===== src/rtl/fp_pkg.sv =====
// Shared single-precision field layout, constants and arbiter state encoding
// for the shared FP add/subtract datapath.
package fp_pkg;

    localparam int unsigned FP_W  = 32;
    localparam int unsigned EXP_W = 8;
    localparam int unsigned MAN_W = 23;

    localparam logic [FP_W-1:0] FP_POS_INF = 32'h7F800000;
    localparam logic [FP_W-1:0] FP_QNAN    = 32'h7FC00000;

    typedef struct packed {
        logic             sign;
        logic [EXP_W-1:0] exp;
        logic [MAN_W-1:0] man;
    } fp_t;

    typedef enum logic [1:0] {
        IDLE,
        EXEC,
        RESP
    } arb_state_t;

    function automatic logic fp_is_nan(input fp_t x);
        return (x.exp == '1) && (x.man != '0);
    endfunction

    function automatic logic fp_is_inf(input fp_t x);
        return (x.exp == '1) && (x.man == '0);
    endfunction

endpackage


===== src/rtl/fp_addsub_arbiter_add.sv =====
// Combinational IEEE-754 single-precision add/subtract, round-to-nearest-even,
// with subnormal, infinity and NaN handling (NaN results are the quiet 0x7FC00000).
module fp_add
    import fp_pkg::*;
(
    input  logic [FP_W-1:0] a,
    input  logic [FP_W-1:0] b,
    input  logic            sub,
    output logic [FP_W-1:0] y
);

    // hidden bit + mantissa + guard/round/sticky
    localparam int unsigned XW = MAN_W + 4;

    fp_t              fa, fb, big, sml;
    logic             a_nan, b_nan, a_inf, b_inf;
    logic [EXP_W:0]   eb, es, dexp, e, sh;
    logic [MAN_W:0]   mb, ms;
    logic [XW-1:0]    mb_x, ms_x, ms_sh, m, diff;
    logic [XW:0]      sum;
    logic [4:0]       lz;
    logic [EXP_W-1:0] ef;
    logic             rnd;
    logic [FP_W-2:0]  mag;

    always_comb begin
        fa      = a;
        fb      = b;
        fb.sign = b[FP_W-1] ^ sub;
        a_nan   = fp_is_nan(fa);
        b_nan   = fp_is_nan(fb);
        a_inf   = fp_is_inf(fa);
        b_inf   = fp_is_inf(fb);

        if ({fb.exp, fb.man} > {fa.exp, fa.man}) begin
            big = fb;
            sml = fa;
        end else begin
            big = fa;
            sml = fb;
        end

        // subnormals share the minimum normal exponent, without the hidden bit
        eb   = (big.exp == '0) ? (EXP_W+1)'(1) : {1'b0, big.exp};
        es   = (sml.exp == '0) ? (EXP_W+1)'(1) : {1'b0, sml.exp};
        mb   = {big.exp != '0, big.man};
        ms   = {sml.exp != '0, sml.man};
        dexp = eb - es;
        mb_x = {mb, 3'b000};
        ms_x = {ms, 3'b000};

        if (dexp >= (EXP_W+1)'(XW)) begin
            ms_sh    = '0;
            ms_sh[0] = |ms;
        end else begin
            ms_sh    = ms_x >> dexp;
            ms_sh[0] = ms_sh[0] | (|(ms_x & ~({XW{1'b1}} << dexp)));
        end

        sum  = '0;
        diff = '0;
        lz   = '0;
        sh   = '0;
        m    = '0;
        e    = eb;
        if (big.sign == sml.sign) begin
            sum = {1'b0, mb_x} + {1'b0, ms_sh};
            if (sum[XW]) begin
                m    = sum[XW:1];
                m[0] = sum[1] | sum[0];
                e    = eb + 1'b1;
            end else begin
                m = sum[XW-1:0];
            end
        end else begin
            diff = mb_x - ms_sh;
            lz   = 5'(XW);
            for (int unsigned i = 0; i < XW; i++) begin
                if (diff[i]) begin
                    lz = 5'(XW - 1 - i);
                end
            end
            // normalise, but never below the minimum exponent (subnormal result)
            sh = ({4'b0000, lz} > (eb - 1'b1)) ? (eb - 1'b1) : {4'b0000, lz};
            m  = diff << sh;
            e  = eb - sh;
        end

        // rounding carry ripples into the exponent field, including to infinity
        ef  = m[XW-1] ? e[EXP_W-1:0] : {EXP_W{1'b0}};
        rnd = m[2] & (m[1] | m[0] | m[3]);
        mag = {ef, m[XW-2:3]} + (FP_W-1)'(rnd);

        if (a_nan || b_nan || (a_inf && b_inf && (fa.sign != fb.sign))) begin
            y = FP_QNAN;
        end else if (a_inf) begin
            y = fa;
        end else if (b_inf) begin
            y = fb;
        end else if ((big.sign != sml.sign) && (diff == '0)) begin
            y = '0;
        end else if (e >= {1'b0, {EXP_W{1'b1}}}) begin
            y = {big.sign, FP_POS_INF[FP_W-2:0]};
        end else begin
            y = {big.sign, mag};
        end
    end

endmodule


===== src/rtl/fp_addsub_arbiter_rr.sv =====
// Round-robin grant: first asserted request at or after ptr, wrapping;
// produces a one-hot grant, its index and an any-request flag.
module rr_arbiter #(
    parameter int unsigned N  = 4,
    parameter int unsigned IW = $clog2(N)
) (
    input  logic [N-1:0]  req,
    input  logic [IW-1:0] ptr,
    output logic [N-1:0]  gnt,
    output logic [IW-1:0] idx,
    output logic          any
);

    always_comb begin
        int unsigned jw;
        logic [IW-1:0] j;
        gnt = '0;
        idx = '0;
        any = 1'b0;
        jw  = 0;
        j   = '0;
        for (int unsigned k = 0; k < N; k++) begin
            jw = 32'(ptr) + k;
            if (jw >= N) begin
                jw = jw - N;
            end
            j = IW'(jw);
            if (!any && req[j]) begin
                any    = 1'b1;
                gnt[j] = 1'b1;
                idx    = j;
            end
        end
    end

endmodule


===== src/rtl/fp_addsub_arbiter.sv =====
// Round-robin sequencer sharing one FP add/subtract datapath among NUM_REQ clients.
// Optional FP_ARB_FLAGS_EN adds a registered rsp_flags = {nan, inf} output.
module fp_addsub_arbiter
    import fp_pkg::*;
#(
    parameter int unsigned DATA_WIDTH = 32,
    parameter int unsigned NUM_REQ    = 4,
    parameter int unsigned ID_W       = $clog2(NUM_REQ)
) (
    input  logic                          clk,
    input  logic                          rst,
    input  logic [NUM_REQ-1:0]            req_valid,
    output logic [NUM_REQ-1:0]            req_ready,
    input  logic [NUM_REQ*DATA_WIDTH-1:0] req_a,
    input  logic [NUM_REQ*DATA_WIDTH-1:0] req_b,
    input  logic [NUM_REQ-1:0]            req_symbol,
    output logic                          rsp_valid,
    input  logic                          rsp_ready,
    output logic [ID_W-1:0]               rsp_id,
    output logic [DATA_WIDTH-1:0]         rsp_data,
    output logic                          busy
`ifdef FP_ARB_FLAGS_EN
    ,
    output logic [1:0]                    rsp_flags
`endif
);

    arb_state_t            state;
    logic [ID_W-1:0]       rr_ptr;
    logic [ID_W-1:0]       gidx;
    logic [NUM_REQ-1:0]    gnt;
    logic                  gany;
    logic                  grant_en;
    logic                  accept;
    logic [DATA_WIDTH-1:0] op_a;
    logic [DATA_WIDTH-1:0] op_b;
    logic                  op_sub;
    logic [ID_W-1:0]       op_id;
    logic [DATA_WIDTH-1:0] add_y;

    rr_arbiter #(
        .N  (NUM_REQ),
        .IW (ID_W)
    ) u_arb (
        .req (req_valid),
        .ptr (rr_ptr),
        .gnt (gnt),
        .idx (gidx),
        .any (gany)
    );

    fp_add u_add (
        .a   (op_a),
        .b   (op_b),
        .sub (op_sub),
        .y   (add_y)
    );

`ifdef FP_ARB_FLAGS_EN
    fp_t add_f;
    assign add_f = add_y;
`endif

    // a grant is offered in IDLE, or in RESP in the same cycle the response retires
    always_comb begin
        grant_en  = !rst && ((state == IDLE) || ((state == RESP) && rsp_ready));
        accept    = grant_en && gany;
        req_ready = grant_en ? gnt : '0;
    end

    always_ff @(posedge clk) begin
        if (rst) begin
            state     <= IDLE;
            rr_ptr    <= '0;
            op_a      <= '0;
            op_b      <= '0;
            op_sub    <= 1'b0;
            op_id     <= '0;
            rsp_valid <= 1'b0;
            rsp_id    <= '0;
            rsp_data  <= '0;
            busy      <= 1'b0;
`ifdef FP_ARB_FLAGS_EN
            rsp_flags <= '0;
`endif
        end else begin
            if (accept) begin
                op_a   <= req_a[gidx*DATA_WIDTH +: DATA_WIDTH];
                op_b   <= req_b[gidx*DATA_WIDTH +: DATA_WIDTH];
                op_sub <= req_symbol[gidx];
                op_id  <= gidx;
                rr_ptr <= (gidx == ID_W'(NUM_REQ - 1)) ? '0 : gidx + 1'b1;
            end
            case (state)
                IDLE: begin
                    if (accept) begin
                        state <= EXEC;
                        busy  <= 1'b1;
                    end
                end
                EXEC: begin
                    rsp_data  <= add_y;
                    rsp_id    <= op_id;
                    rsp_valid <= 1'b1;
                    state     <= RESP;
`ifdef FP_ARB_FLAGS_EN
                    rsp_flags <= {fp_is_nan(add_f), fp_is_inf(add_f)};
`endif
                end
                RESP: begin
                    if (rsp_ready) begin
                        rsp_valid <= 1'b0;
                        if (accept) begin
                            state <= EXEC;
                        end else begin
                            state <= IDLE;
                            busy  <= 1'b0;
                        end
                    end
                end
                default: begin
                    state <= IDLE;
                    busy  <= 1'b0;
                end
            endcase
        end
    end

endmodule


===== config.mk =====
export PLATFORM = sky130hd
export DESIGN_NAME = fp_addsub_arbiter
export DESIGN_NICKNAME = d
export VERILOG_FILES = /design/src/rtl/fp_pkg.sv /design/src/rtl/fp_addsub_arbiter_add.sv /design/src/rtl/fp_addsub_arbiter_rr.sv /design/src/rtl/fp_addsub_arbiter.sv
export SDC_FILE = /design/constraint.sdc
export NUM_CORES = 1
export LEC_CHECK = 0
export ABC_AREA = 0
export BUFFER_PORTS_ARGS = -buffer_cell sky130_fd_sc_hd__buf_4
export CORE_ASPECT_RATIO = 0.8
export CORE_MARGIN = 1
export CORE_UTILIZATION = 40
export DETAILED_ROUTE_END_ITERATION = 10
export GPL_ROUTABILITY_DRIVEN = 0
export SYNTH_ARGS = -nofsm -noshare
export SYNTH_HDL_FRONTEND = slang
export SYNTH_SLANG_ARGS = --single-unit
export TNS_END_PERCENT = 5

===== constraint.sdc =====
create_clock -name clk -period 30 [get_ports clk]
set_clock_uncertainty 0.05 [all_clocks]
set_input_delay 1.5 -clock clk [delete_from_list [all_inputs] [get_ports clk]]
set_output_delay 1.5 -clock clk [all_outputs]
set_load 0.01 [all_outputs]

==> metrics.txt <==
status complete, no violations; Max Slew Vio Count 0; DRT Wirelength between 80 and 90 mm; Crit path largest cell delay around 0.69 ns; initial core utilization 41.0%; post-cts resize count 0; first-pass GRT wire length about 120 mm; final setup vio count 0; worst hold path class flip-flop to flip-flop; starting DRC count in detailed routing between 3k and 4k; die height 194 um; DR vias/cell 6.39; gr usage total roughly 33%; I/O Buffers between 300 and 400; synth top area cells nand2_1, dfxtp_1, ha_1; Clock Latency Late Sink about 0.4 ns; #FFs+latches synth between 100 and 150; crit path max fanout 84; met3 WL post-DR 9.47 mm; layout cell share with drive strength beyond 1 roughly 15%; post-synth top area share 11.8%; Worst Path Arrival 19.27 ns; part of the Yosys area used for sequential elements roughly an eighth; Ys Warns 0; CP max-delay cell o211ai_1; Max-Cap Viols 0; # diodes 0; synth-to-layout area growth 15.7%; Mapped Avg Cell Area 6.35 sq um; HPWL Detailed between 60 and 70 mm; CTS Root Cell clkbuf_16; final net count approximately 3.4k; Top Metal Used met5; Crit Path Category flip-flop to flip-flop; Setup crit start kind flip-flop; CTS tree yes; # IOs about 300; relative slew slack roughly 25%; Hold Vio Cnt, Final 0; # H-tree levels 3; number of global-route vias before repair 21.4k; Synth async-reset ratio 0%; DRT antenna net count 0; Site Rows between 60 and 70; # Post-CTS Setup Buffers 0; initial antenna violation count 0; Required @ worst endpoint 30.28 ns; M1 WL between 30 and 40 mm; Mapped Cells ~2.9k; worst-case clock buffer depth 2; Core ar. between 40000 and 50000 sq um; first drt pass iteration count 8; Detail Route met2 WL 32.9 mm; cell taking the most area after synthesis nand2_1; DR WL/cell 22.0 um; Final period util ~63%; commonest cells in the synthesized netlist nand2_1, a21oi_1, nand3_1; fmax between 0.05 and 0.06 GHz; Syn Std Cell Area ~18000 sq um; Die Wd approximately 240 um; grt ovf 0; CTS buffer count 9; fin crit period roughly 19 ns; largest net degree at the start of global routing ~110; Synth cell types 116; cell mode on critical path nand2_1; DIE AREA 46900 sq um; via count around 23k; setup tns final 0 ns; most frequent cell after synthesis nand2_1; hold_buf cts 0; CP endpoint kind flip-flop; Post-synth EDFFs 0; worst slew pin tran between 1 and 1.5 ns; CTS clk-pin slew, worst paths approximately 0.090 ns; Main synth FF type dfxtp_1; RSZ-0062 raised after global routing no; DRC 0; CTS sink cnt about 110
## layer usage
metal | GRT usage (%) | vias up
met4 | 9.56 | 2
met1 | 47.3 | 10998
met5 | 0.710 | -
met2 | 47.3 | 1418
li1 | - | 10771
met3 | 8.06 | 194
## kinds of logic after synthesis
group	after synthesis	synth area share, %
adders and majority gates	115	7.92
and+or+nand+nor	1384	34.9
AOI/OAI and AO/OA	808	28.8
buffers and inverters	311	6.82
muxes	83	5.52
xor gates and xnor gates	92	4.42
other	1	0.0204
DFF	107	11.6
## cell type report
class | count | area, sq um
sequential | 107 | 2140
multi-input combinational | 2484 | 15100
inverter | 114 | 428
fill | 4775 | 23600
tap | 603 | 754
clock inverter | 7 | 103
clock buffer | 9 | 225
timing repair buffer | 336 | 2520
## critical path: cells and delay by family, from the launching register on
| kind | cells | cell delay (ns) |
|---|---|---|
| DFF | 1 | 0.48 |
| buffers and inverters | 7 | 1.84 |
| and+or+nand+nor | 29 | 7.03 |
| muxes | 1 | 0.34 |
| AOI/OAI and AO/OA | 24 | 6.73 |
| adders and majority gates | 6 | 2.24 |
| xor gates and xnor gates | 1 | 0.16 |
## flip-flops by register name, indices dropped and copies added (netlist names), named ones only
signal and cells:
op_a 32, op_b 32, rsp_data 32, op_id 2
rsp_id 2, state 2, busy 1, op_sub 1
rr_ptr 1, rsp_valid 1
## cells in the final DEF (no fill, tap or decap), types with 16 or more instances in the layout
cell	n
nor2b_1	26
and3_1	19
xnor2_1	66
o211ai_1	28
a21oi_1	269
nand2b_1	16
nand3_1	268
xor2_1	19
nor3_1	69
a21o_1	26
nor4_1	16
a22oi_1	23
o21ai_1	18
nand2_1	581
nand4_1	37
a211oi_1	39
o21a_1	19
dfxtp_1	107
and2_1	22
nor2_1	236
inv_1	109
buf_4	336
o31ai_1	20
ha_1	111
mux2i_1	54
a31oi_1	37
o21ai_0	134
## metrics by stage
stage / util (%) / instances / setup WS, ns / area [sq um] / hold WS (ns)
after floorplan: - / 2902 / 15.11 / 18400 / 0.382
after global placement: 46.7 / 3644 / 12.35 / 21000 / 0.389
after detailed placement: 46.7 / 3644 / 11.90 / 21000 / 0.397
after CTS: 47.4 / 3660 / 11.81 / 21300 / 0.410
after global routing: 47.4 / 3660 / 9.93 / 21300 / 0.429
final: 47.4 / 3660 / 11.02 / 21300 / 0.408
## final timing paths
kind / slack, ns / from / cells past startpoint / end
max: 11.02 / op_a[6] / 68 / rsp_data[19]
min: 0.41 / op_id[0] / 2 / rsp_id[0]
max reg2reg: 11.02 / op_a[6] / 68 / rsp_data[19]
min reg2reg: 0.41 / op_id[0] / 2 / rsp_id[0]
Power is left out: the tool's default activity adds up to more than one toggle a clock period on the data nets, which glitch-free logic cannot reach.
